File: src/rtl/lsu_pkg.sv
// Shared types and constants for the load/store unit controller.
// Holds the FSM state encoding, opcode/funct3 values and decode helpers.
package lsu_pkg;

   typedef enum logic [1:0] {
      IDLE  = 2'd0,
      BEAT0 = 2'd1,
      BEAT1 = 2'd2,
      RESP  = 2'd3
   } lsu_state_t;

   typedef enum logic [1:0] {
      SZ_BYTE = 2'd0,
      SZ_HALF = 2'd1,
      SZ_WORD = 2'd2
   } lsu_size_t;

   localparam logic [6:0] OP_LOAD  = 7'b0000011;
   localparam logic [6:0] OP_STORE = 7'b0100011;

   localparam logic [2:0] F3_B  = 3'b000;
   localparam logic [2:0] F3_H  = 3'b001;
   localparam logic [2:0] F3_W  = 3'b010;
   localparam logic [2:0] F3_BU = 3'b100;
   localparam logic [2:0] F3_HU = 3'b101;

   function automatic logic is_legal(input logic [6:0] op, input logic [2:0] f3);
      logic ok;
      ok = 1'b0;
      if (op == OP_LOAD)
         ok = (f3 == F3_B) || (f3 == F3_H) || (f3 == F3_W) || (f3 == F3_BU) || (f3 == F3_HU);
      else if (op == OP_STORE)
         ok = (f3 == F3_B) || (f3 == F3_H) || (f3 == F3_W);
      return ok;
   endfunction

   // funct3[1:0] encodes the access size for both loads and stores.
   function automatic lsu_size_t f3_size(input logic [2:0] f3);
      lsu_size_t sz;
      case (f3[1:0])
         2'b00:   sz = SZ_BYTE;
         2'b01:   sz = SZ_HALF;
         default: sz = SZ_WORD;
      endcase
      return sz;
   endfunction

endpackage

File: src/rtl/lsu_align.sv
// Byte-lane alignment for the LSU: byte-enable masks for both beats,
// store-data lane shift and load-data extract with sign/zero extension.
module lsu_align
   import lsu_pkg::*;
(
   input  lsu_size_t   size,
   input  logic [1:0]  off,
   input  logic        sign_ext,
   input  logic [31:0] wdata,
   input  logic [63:0] rbuf,
   output logic [3:0]  be0,
   output logic [3:0]  be1,
   output logic        split,
   output logic [31:0] wdata0,
   output logic [31:0] wdata1,
   output logic [31:0] rdata
);

   logic [3:0]  mask;
   logic [7:0]  lane_mask;
   logic [63:0] wshift;
   logic [31:0] rlow;

   function automatic logic [31:0] extend(input logic [31:0] v, input lsu_size_t sz,
                                          input logic sx);
      logic signed [7:0]  b;
      logic signed [15:0] h;
      logic [31:0]        r;
      b = v[7:0];
      h = v[15:0];
      case (sz)
         SZ_BYTE: r = sx ? 32'(b) : {24'h0, v[7:0]};
         SZ_HALF: r = sx ? 32'(h) : {16'h0, v[15:0]};
         default: r = v;
      endcase
      return r;
   endfunction

   always_comb begin
      case (size)
         SZ_BYTE: mask = 4'b0001;
         SZ_HALF: mask = 4'b0011;
         default: mask = 4'b1111;
      endcase
   end

   // Any enable that spills past lane 3 belongs to the following word.
   assign lane_mask = {4'h0, mask} << off;
   assign be0       = lane_mask[3:0];
   assign be1       = lane_mask[7:4];
   assign split     = |lane_mask[7:4];

   assign wshift = {32'h0, wdata} << {off, 3'b000};
   assign wdata0 = wshift[31:0];
   assign wdata1 = wshift[63:32];

   assign rlow  = 32'(rbuf >> {off, 3'b000});
   assign rdata = extend(rlow, size, sign_ext);

endmodule

File: src/rtl/lsu_ctrl.sv
// Load/store unit controller: accepts one memory-stage request at a time,
// issues one or two word beats over req/ack and returns a single response.
module lsu_ctrl
   import lsu_pkg::*;
#(
   parameter int WIDTH = 32
) (
   input  logic             clk,
   input  logic             rst_n,
   input  logic             req_valid,
   output logic             req_ready,
   input  logic [31:0]      inst,
   input  logic [WIDTH-1:0] addr,
   input  logic [WIDTH-1:0] wdata,
   output logic             resp_valid,
   output logic [WIDTH-1:0] resp_rdata,
   output logic             resp_err,
   output logic             mem_req,
   output logic             mem_we,
   output logic [WIDTH-1:0] mem_addr,
   output logic [3:0]       mem_be,
   output logic [WIDTH-1:0] mem_wdata,
   input  logic             mem_ack,
   input  logic [WIDTH-1:0] mem_rdata
);

   lsu_state_t  state, state_nxt;
   logic [6:0]  op_q;
   logic [2:0]  f3_q;
   logic [31:0] addr_q, wdata_q, rbuf0_q;
   logic [31:0] base;
   logic [63:0] rbuf;
   logic        accept, legal_in, is_store, split, last_ack;
   logic [3:0]  be0, be1;
   logic [31:0] wdata0, wdata1, ld_data;
   logic        unused_inst_bits;

   assign unused_inst_bits = ^{inst[31:15], inst[11:7]};

   assign accept   = req_valid && (state == IDLE);
   assign legal_in = is_legal(inst[6:0], inst[14:12]);
   assign is_store = (op_q == OP_STORE);
   assign base     = {addr_q[31:2], 2'b00};

   // The final beat's word comes straight from mem_rdata in its ack cycle.
   assign rbuf = (state == BEAT1) ? {mem_rdata, rbuf0_q} : {32'h0, mem_rdata};

   lsu_align u_align (
      .size     (f3_size(f3_q)),
      .off      (addr_q[1:0]),
      .sign_ext (~f3_q[2]),
      .wdata    (wdata_q),
      .rbuf     (rbuf),
      .be0      (be0),
      .be1      (be1),
      .split    (split),
      .wdata0   (wdata0),
      .wdata1   (wdata1),
      .rdata    (ld_data)
   );

   assign last_ack = mem_ack && (((state == BEAT0) && !split) || (state == BEAT1));

   always_ff @(posedge clk or negedge rst_n) begin
      if (!rst_n)
         state <= IDLE;
      else
         state <= state_nxt;
   end

   always_comb begin
      state_nxt = state;
      case (state)
         IDLE:    if (accept) state_nxt = legal_in ? BEAT0 : RESP;
         BEAT0:   if (mem_ack) state_nxt = split ? BEAT1 : RESP;
         BEAT1:   if (mem_ack) state_nxt = RESP;
         RESP:    state_nxt = IDLE;
         default: state_nxt = IDLE;
      endcase
   end

   always_comb begin
      req_ready  = 1'b0;
      resp_valid = 1'b0;
      mem_req    = 1'b0;
      mem_we     = 1'b0;
      mem_addr   = '0;
      mem_be     = '0;
      mem_wdata  = '0;
      case (state)
         IDLE: req_ready = 1'b1;
         BEAT0: begin
            mem_req   = 1'b1;
            mem_we    = is_store;
            mem_addr  = base;
            mem_be    = be0;
            mem_wdata = wdata0;
         end
         BEAT1: begin
            mem_req   = 1'b1;
            mem_we    = is_store;
            mem_addr  = base + 32'd4;
            mem_be    = be1;
            mem_wdata = wdata1;
         end
         RESP:    resp_valid = 1'b1;
         default: req_ready = 1'b0;
      endcase
   end

   // Request fields and the first read word need no reset.
   always_ff @(posedge clk) begin
      if (accept) begin
         op_q    <= inst[6:0];
         f3_q    <= inst[14:12];
         addr_q  <= addr;
         wdata_q <= wdata;
      end
      if ((state == BEAT0) && mem_ack)
         rbuf0_q <= mem_rdata;
   end

   always_ff @(posedge clk or negedge rst_n) begin
      if (!rst_n) begin
         resp_err   <= 1'b0;
         resp_rdata <= '0;
      end else if (accept && !legal_in) begin
         resp_err   <= 1'b1;
         resp_rdata <= '0;
      end else if (last_ack) begin
         resp_err   <= 1'b0;
         resp_rdata <= is_store ? 32'h0 : ld_data;
      end
   end

endmodule
File: config.mk
export PLATFORM = sky130hd
export DESIGN_NAME = lsu_ctrl
export DESIGN_NICKNAME = d
export VERILOG_FILES = /design/src/rtl/lsu_pkg.sv /design/src/rtl/lsu_align.sv /design/src/rtl/lsu_ctrl.sv
export SDC_FILE = /design/constraint.sdc
export NUM_CORES = 1
export LEC_CHECK = 0
export BUFFER_PORTS_ARGS = -buffer_cell sky130_fd_sc_hd__buf_2
export CORE_ASPECT_RATIO = 2
export CORE_MARGIN = 2
export CORE_UTILIZATION = 35
export CTS_CLUSTER_DIAMETER = 120
export DETAILED_ROUTE_END_ITERATION = 10
export SLEW_MARGIN = 40
export SYNTH_ARGS = -nofsm -noshare
export SYNTH_HDL_FRONTEND = slang
export SYNTH_SLANG_ARGS = --single-unit
File: constraint.sdc
create_clock -name clk -period 3.88 [get_ports clk]
set_clock_uncertainty 0.2 [all_clocks]
set_input_delay 0.388 -clock clk [delete_from_list [all_inputs] [get_ports clk]]
set_output_delay 0.388 -clock clk [all_outputs]
set_load 0.02 [all_outputs]
* Yosys cells after proc, flatten, opt, wreduce, memory -nomap -nowiden *
Index checks and enable logic that the tools add are counted.

storage, ports and cells
  register bits = 141
  output and inout bits = 105

operators by class
  $add $sub $neg = 1
  mux-type cells = 26
  reductions and logical operators = 20
  shifts and indexed selects = 3
  eq/ne operators = 15

operators with widths
  kind                   number
  $pmux 32 s2            3
  $mux 32                5
  $mux 64                1
  $shl 32x5->64          1
  $shr 64x5->32          1
  $add 32x3->32 const B  1
  $pmux 4 s2             2
  $eq 7x6->1 const B     2
  $mux 1                 9
  $mux 2                 4
  $pmux 2 s4             1
  $shl 4x2->8            1
  $eq 7x2->1 const B     1
  $eq 2x1->1 const B     3
  $eq 3x3->1 const B     2
  $logic_not 2->1        3
  $ne 2x2->1 const B     3
  $logic_and 1x1->1      5
  $logic_or 1x1->1       5
  $eq 2x2->1 const B     2
  $pmux 2 s2             1
  $reduce_or 4->1        1
  $eq 3x1->1 const B     1
  $eq 3x2->1 const B     1
  other kinds (5)        6

* Logic depth before layout (Yosys ltp) *
Gate-level depths: netlist of run 1.

  word-level depth = 12
  depth in mapped cells = 10

* By module *
Synthesis of run 1 repeated with hierarchy kept, for this count alone.

unflattened totals
  cells, all modules = 865
  area, all modules = 8,827.2 µm²

modules (own cells, without submodules)
  module     times used  area each (µm²)  cells an instance  sequential area each (µm²)
  lsu_ctrl   1           6,910.4          606                4,058.9
  lsu_align  1           1,916.8          259                0.0

* Worst setup path before layout of run 1 *
OpenSTA, ideal clock, no wires.

  path kind = register to output
  start point = register state[0]
  end point = output mem_addr[24]
  path buffers = 3
  path slack = 835 ps
  arrival time = 2,457 ps
  stages on the path, launching flop included = 8
  path through = dfrtp_1 inv_1 ha_1 buf_2 clkbuf_1 nand2_1 clkbuf_1 o41ai_1

between the ends
  word-level cells in the longest chain between the ends = 2
  elaborated cells between the ends (all ways) = 3

ends and longest elaborated chain
  what                                      RTL line        RTL
  start, declared                           lsu_ctrl.sv:27  lsu_state_t state, state_nxt;
  start signal, assigned                    lsu_ctrl.sv:68  state <= state_nxt;
  $eq 2x2->1 or $eq 2x1->1 (tied branches)  lsu_ctrl.sv:90  case (state)
  $pmux 32 s2 (*)                           lsu_ctrl.sv:90
  end, declared                             lsu_ctrl.sv:20  output logic [WIDTH-1:0] mem_addr,

Every way passes the cells marked *; elsewhere a longest branch is shown, timed or not.

* Worst setup path after layout of run 1 *
  start point = register addr_q[13]
  end point = output mem_addr[25]

between the ends
  word-level cells in the longest chain between the ends = 2

ends and longest elaborated chain
  what                    RTL line         RTL
  start, declared         lsu_ctrl.sv:30   logic [31:0] addr_q, wdata_q, rbuf0_q;
  start signal, assigned  lsu_ctrl.sv:116  addr_q <= addr;
  $add 32x3->32           lsu_ctrl.sv:102  mem_addr = base + 32'd4;
  $pmux 32 s2             lsu_ctrl.sv:90

No other way between the ends.

==> impl_metrics.csv, run 1 <==
group,metric,value,unit
outcome,outcome,"completed",
global_route,global_route.usage.met2,42.4,%
power,power_per_cell_area,669,nW/µm²
critical_path,rr_worst_depth,7,
yosys,syn-mean-instance-area,11.2,µm²
critical_path,path_max_fanout,13,
finish,area.growth.synth_to_final,36.5,%
yosys,synth.cell_area,8190,µm²
floorplanning,die-height,220,µm
sta,finalHoldViolCount,0,
floorplanning,rows,79,
finish,postLayoutCoreUtil,48.4,%
placed_design,placed_area,9500,µm²
finish,drive_gt1_share,32.5,%
finish,area_of_the_multi_input_gates,3810,µm²
critical_path,worst_r2r_endpoint,"resp_rdata[13]",
critical_path,setup.worst_path.end_class,"output port",
clock_tree,clock_insertion_delay_worst_skew,450,ps
placed_design,dpl_worst_slack,999,ps
critical_path,cp_data_required_time,3290,ps
min_path,worst_hold_path_type,"in2reg",
placed_design,finalWeightedCongestion,0.828,
yosys,share_of_synthesized_area_occupied_by_flip_flops_and_latches,49.5,%
sta,fin_hold_ws,97.0,ps
global_route,grt_use_met3,4.82,%
sta,max_freq,295,MHz
sta,tightestPinTransition,833,ps
drt,first_pass_iters,5,
global_route,grt.overflow.total,0,
yosys,syn_inst,729,
sta,min_period,3390,ps
sta,worst_slew_margin_rel,44.4,%
yosys,postSynth.asyncResetShare,24.8,%
drt,route.detailed.wl_per_inst,20.1,µm
drt,route.final.wire_length,26600,µm
global_route,antenna_found_initial,1,
drt,detail-route-antenna-nets,0,
critical_path,ff2ff_setup_slack,1100,ps
clock_tree,cts.repair_timing.setup_buffer_count,0,
power,power.ir.vdd_worst,482,µV
critical_path,endpoint,"mem_addr[25]",
sta,rsz0062_at_grt,"no",
global_route,gr-usage-all-layers,21.3,%
sta,finalSetupViolations,0,
drt,viasPerCell,5.42,
floorplanning,die_width,112,µm
clock_tree,clockBufferDepth,2,
clock_tree,cts.htree.levels,4,
min_path,hold_depth,4,
clock_tree,cts.sink_count,141,
clock_tree,clock-root-buffer,"clkbuf_16",
critical_path,timing.rr.start,"state[0]",
yosys,yosysWarnings,0,
clock_tree,reg_clk_slew_reported_paths,60,ps
placed_design,place.detailed.hpwl,18500,µm
sta,final_critical_path_setup_slack,494,ps
drt,via_total_after_detailed_routing,7178,
floorplanning,core,23100,µm²
clock_tree,cts_tree,"done",
finish,finalNonFillerCells,1325,
sta,slew_violations,0,
sta,final.setup.tns,0,ps
yosys,distinct_cell_type_count_after_synthesis,60,
floorplanning,io_pins,237,
global_route,vias_in_the_first_global_route,7330,
global_route,largest_net_degree_at_the_start_of_global_routing,58,
placed_design,placedCellCount,1185,
drt,drt_first_iter_violations,449,
global_route,globalRouteMet1Util,20.3,%
finish,final_design_area_no_fill,11200,µm²
power,total_leakage_power,4.69,nW
yosys,synth-seq-cells,141,
finish,final-seq-area,4060,µm²
sta,final_min_period_over_clock_period,87.3,%
critical_path,timing.critical_path.from_type,"flop",
global_route,grt-busiest-layer,"met2",
clock_tree,tritoncts_buffer_count,17,
finish,num-fill-cells,2136,
job,drv_cap,0,
placed_design,portBuffers,212,
power,design_power_total,7.48,mW
floorplanning,dieArea,24700,µm²
global_route,grt_pass1_wl,39900,µm
critical_path,worstSetupPathType,"reg2out",
finish,num-nets-final,1166,
critical_path,worstPathArrival,2800,ps
yosys,synth_enable_flop_cells,106,
yosys,synth-main-ff-cell,"edfxtp_1",
critical_path,launching_element_of_the_worst_setup_path,"addr_q[13]",
floorplanning,initial_core_util,35.4,%
drt,drc_errors,0,
## cell type report
type,count,area share (%)
Antenna cell,1,0.0224
Clock buffer,23,4.85
Clock inverter,9,0.593
Inverter,14,0.470
Multi-Input combinational cell,515,34.1
Sequential cell,141,36.3
Tap cell,283,3.17
Timing Repair Buffer,339,20.5
## synth_stat cells (all sizes together), types with 12 or more instances
master | count | area, µm²
mux2i | 71 | 711
mux2 | 33 | 372
o21ai | 36 | 180
o221a | 16 | 180
clkbuf | 33 | 124
nand3 | 22 | 110
nor2 | 70 | 263
nand2 | 47 | 176
edfxtp | 106 | 3180
inv | 12 | 45.0
nor3 | 18 | 95.1
o2bb2ai | 24 | 285
dfrtp | 35 | 876
buf | 27 | 155
a21oi | 31 | 155
## how the worst min path moves through the flow
stage	from	end	slack [ps]
after floorplan	rst_n	resp_err	-110
after global placement	resp_rdata[15]	resp_rdata[15]	260
after detailed placement	resp_rdata[20]	resp_rdata[20]	270
after CTS	mem_ack	state[0]	80
after global routing	mem_ack	state[0]	110
final	mem_ack	state[0]	100
## cells in the final DEF (no fill, tap or decap), types with 16 or more instances in the layout
master	count
buf_2	211
mux2_2	33
dlygate4sd3_1	107
o21ai_0	35
nor3_1	17
buf_4	20
nor2_1	69
a21oi_1	31
dfrtp_1	35
nand2_1	47
clkbuf_16	21
edfxtp_1	106
o221a_2	16
mux2i_1	71
nand3_1	22
## state kept, by name, indices dropped and copies added (netlist names)
name,flops
addr_q,32
state,2
resp_rdata,32
wdata_q,32
resp_err,1
op_q,7
f3_q,3
rbuf0_q,32
## cell families (layout without fill, tap and decap cells)
family,after synthesis,count (layout),share of synthesized area [%]
simple gates,205,205,11.9
mux,111,111,15.1
fa+ha+maj,6,6,0.916
flops,141,141,49.5
buf+inv,74,385,4.05
other cells,1,3,0.0458
compound gates,191,191,18.4
## worst max-delay path, cell delays in order (launching register included)
cell and delay, ps:
edfxtp_1 430, and3_1 290, and3_1 480, nand4_1 320
or4_1 480, nand3_1 140, buf_2 190
## metal layers
| layer | part of all wire [%] | wire length [µm] |
|---|---|---|
| met1 | 34 | 9040 |
| met4 | 3.2 | 859 |
| met2 | 58 | 15500 |
| met3 | 4.6 | 1220 |
| met5 | 0 | 0 |
## report_power, final
group	switching [mW]	total (mW)	internal [mW]
registers	0.224	2.23	2.00
clock network	0.690	1.68	0.993
logic	2.25	3.57	1.32
total	3.16	7.48	4.32
## what timing repair did
action | in CTS | in global routing
hold buffers | 107 | 0
resized for setup | 0 | 0
hold endpoints to repair | 141 | 0
No activity file was read; power rests on OpenSTA's default activity.
==> run 2: changes to the inputs <==
==> constraint.sdc (replaced) <==
create_clock -name clk -period 3.88 [get_ports clk]
set_clock_uncertainty 0.2 [all_clocks]
set_input_delay 0.582 -clock clk [delete_from_list [all_inputs] [get_ports clk]]
set_output_delay 0.582 -clock clk [all_outputs]
set_load 0.02 [all_outputs]
==> run 2 against run 1 <==
Die area stayed put. Cell count shrank 7.8%. Sequential power about the same. Maximum frequency is 6.4% lower. First-iteration DRC count fell by 18%. Critical endpoint is now mem_addr[7]. Largest power group unchanged. Highest routed layer is now met5.
==> impl_metrics.csv, run 2 (synthesis results as in run 1) <==
group,metric,value,unit
power,power.ir.vdd_worst,466,µV
sta,worst_slew_margin_rel,51.5,%
finish,drive_gt1_share,36.5,%
global_route,antenna_found_initial,3,
drt,first_pass_iters,5,
sta,final_min_period_over_clock_period,93.3,%
floorplanning,die_width,112,µm
outcome,outcome,"completed",
placed_design,portBuffers,212,
drt,via_total_after_detailed_routing,6752,
critical_path,worstPathArrival,2840,ps
sta,rsz0062_at_grt,"no",
floorplanning,die-height,220,µm
finish,area.growth.synth_to_final,23.6,%
finish,postLayoutCoreUtil,43.8,%
clock_tree,cts.sink_count,141,
clock_tree,cts.repair_timing.setup_buffer_count,0,
job,drv_cap,0,
drt,drt_first_iter_violations,369,
critical_path,timing.critical_path.slowest_cell_delay,450,ps
critical_path,path_max_fanout,18,
sta,tightestPinTransition,725,ps
floorplanning,rows,79,
power,portion_of_total_power_attributed_to_combinational_logic,47.5,%
drt,viasPerCell,5.53,
critical_path,timing.critical_path.from_type,"flop",
clock_tree,reg_clk_slew_reported_paths,60,ps
drt,drc_errors,0,
finish,num-nets-final,1062,
power,relative_contribution_of_sequential_cells_to_total_power,30.2,%
clock_tree,tritoncts_buffer_count,17,
floorplanning,io_pins,237,
power,switching_power,3.13,mW
power,power_per_cell_area,730,nW/µm²
critical_path,setup.worst_path.end_class,"output port",
clock_tree,clockBufferDepth,2,
finish,finalNonFillerCells,1222,
critical_path,cp_data_required_time,3100,ps
finish,final_design_area_no_fill,10100,µm²
power,clock_power_share,22.3,%
critical_path,path_cells,"inv_1, ha_2, nand2_1, buf_4, o41ai_1, buf_2",
power,power_report.internal_total,4.26,mW
sta,max_freq,276,MHz
min_path,worst_hold_path_type,"in2reg",
clock_tree,clock_insertion_delay_worst_skew,440,ps
floorplanning,core,23100,µm²
critical_path,worstSetupPathType,"reg2out",
drt,route.final.wire_length,25300,µm
floorplanning,initial_core_util,35.4,%
floorplanning,dieArea,24700,µm²
sta,finalSetupViolations,0,
power,netSwitchingFraction,42.4,%
global_route,largest_net_degree_at_the_start_of_global_routing,57,
clock_tree,clock-root-buffer,"clkbuf_16",
global_route,grt.overflow.total,0,
power,total_leakage_power,4.25,nW
critical_path,critical-path-slowest-cell,"nand2_1",
sta,final.setup.tns,0,ps
placed_design,finalWeightedCongestion,0.807,
global_route,vias_in_the_first_global_route,6791,
sta,min_period,3620,ps
placed_design,place.detailed.hpwl,18700,µm
placed_design,placedCellCount,1187,
drt,detail-route-antenna-nets,0,
global_route,grt_pass1_wl,37500,µm
drt,route.detailed.wl_per_inst,20.7,µm
clock_tree,cts.htree.levels,4,
sta,slew_violations,0,
placed_design,placed_area,9520,µm²
sta,finalHoldViolCount,0,
clock_tree,cts_tree,"done",
finish,layout.cells.most_common_list,"buf_2 (211), edfxtp_1 (106), mux2i_1 (71)",
finish,most_common_cell_after_layout_fill_and_taps_aside,"buf_2",
global_route,gr-usage-all-layers,20.2,%
## run 2: worst paths after layout
kind	startpoint	end	slack [ps]	cells after the start
worst min-delay path	addr[18]	addr_q[18]	110	1
worst min register to register	resp_rdata[15]	resp_rdata[15]	280	1
min in group asynchronous	rst_n	resp_rdata[27]	450	2
worst max-delay path	state[0]	mem_addr[7]	260	6
worst max register to register	state[0]	resp_rdata[8]	1100	7
max in group asynchronous	rst_n	resp_rdata[6]	2700	2
## run 2: power groups by stage
stage | clock, mW | sequential (mW) | combinational [mW]
floorplan | 0 | 2.39 | 2.20
global placement | 0 | 2.25 | 3.52
detailed placement | 0 | 2.25 | 3.54
CTS | 1.69 | 2.23 | 3.56
global route | 1.74 | 2.27 | 3.78
finish | 1.65 | 2.23 | 3.51
## run 2: repair_timing
| action | in CTS | in global routing |
|---|---|---|
| hold buffers | 0 | 1 |
| hold endpoints to repair | 0 | 35 |
| resized for setup | 0 | 0 |
## run 2: per-layer routing
| metal | track usage (%) | up-vias | share of wire (%) |
|---|---|---|---|
| met5 | 0 | - | 0.028 |
| met4 | 10.4 | 2 | 4.2 |
| met3 | 4.77 | 48 | 4.4 |
| met2 | 39.2 | 219 | 57 |
| met1 | 19.4 | 3261 | 35 |
| li1 | - | 3222 | - |
## run 2: cell type report
| class | instances | area, µm² |
|---|---|---|
| Multi-Input combinational cell | 515 | 3810 |
| Inverter | 14 | 52.6 |
| Fill cell | 2305 | 13000 |
| Antenna cell | 2 | 5.00 |
| Sequential cell | 141 | 4060 |
| Clock inverter | 13 | 138 |
| Clock buffer | 19 | 453 |
| Tap cell | 283 | 354 |
| Timing Repair Buffer | 235 | 1250 |
## run 2: worst max-delay path, delay by kind of cell (launching register included)
| family | cells | cell delay, ps |
|---|---|---|
| DFF | 1 | 410 |
| AOI/OAI and AO/OA | 1 | 380 |
| buffers and inverters | 3 | 700 |
| adders and majority gates | 1 | 440 |
| and+or+nand+nor | 1 | 450 |
## run 2: metrics by stage
step                      hold slack [ps]  power [mW]  setup WS [ps]
after floorplan                      86.4        4.59            641
after global placement                260        5.77            748
after detailed placement              264        5.80            723
after CTS                            27.9        7.47            241
after global routing                 87.0        7.79           99.0
final                                 108        7.39            262
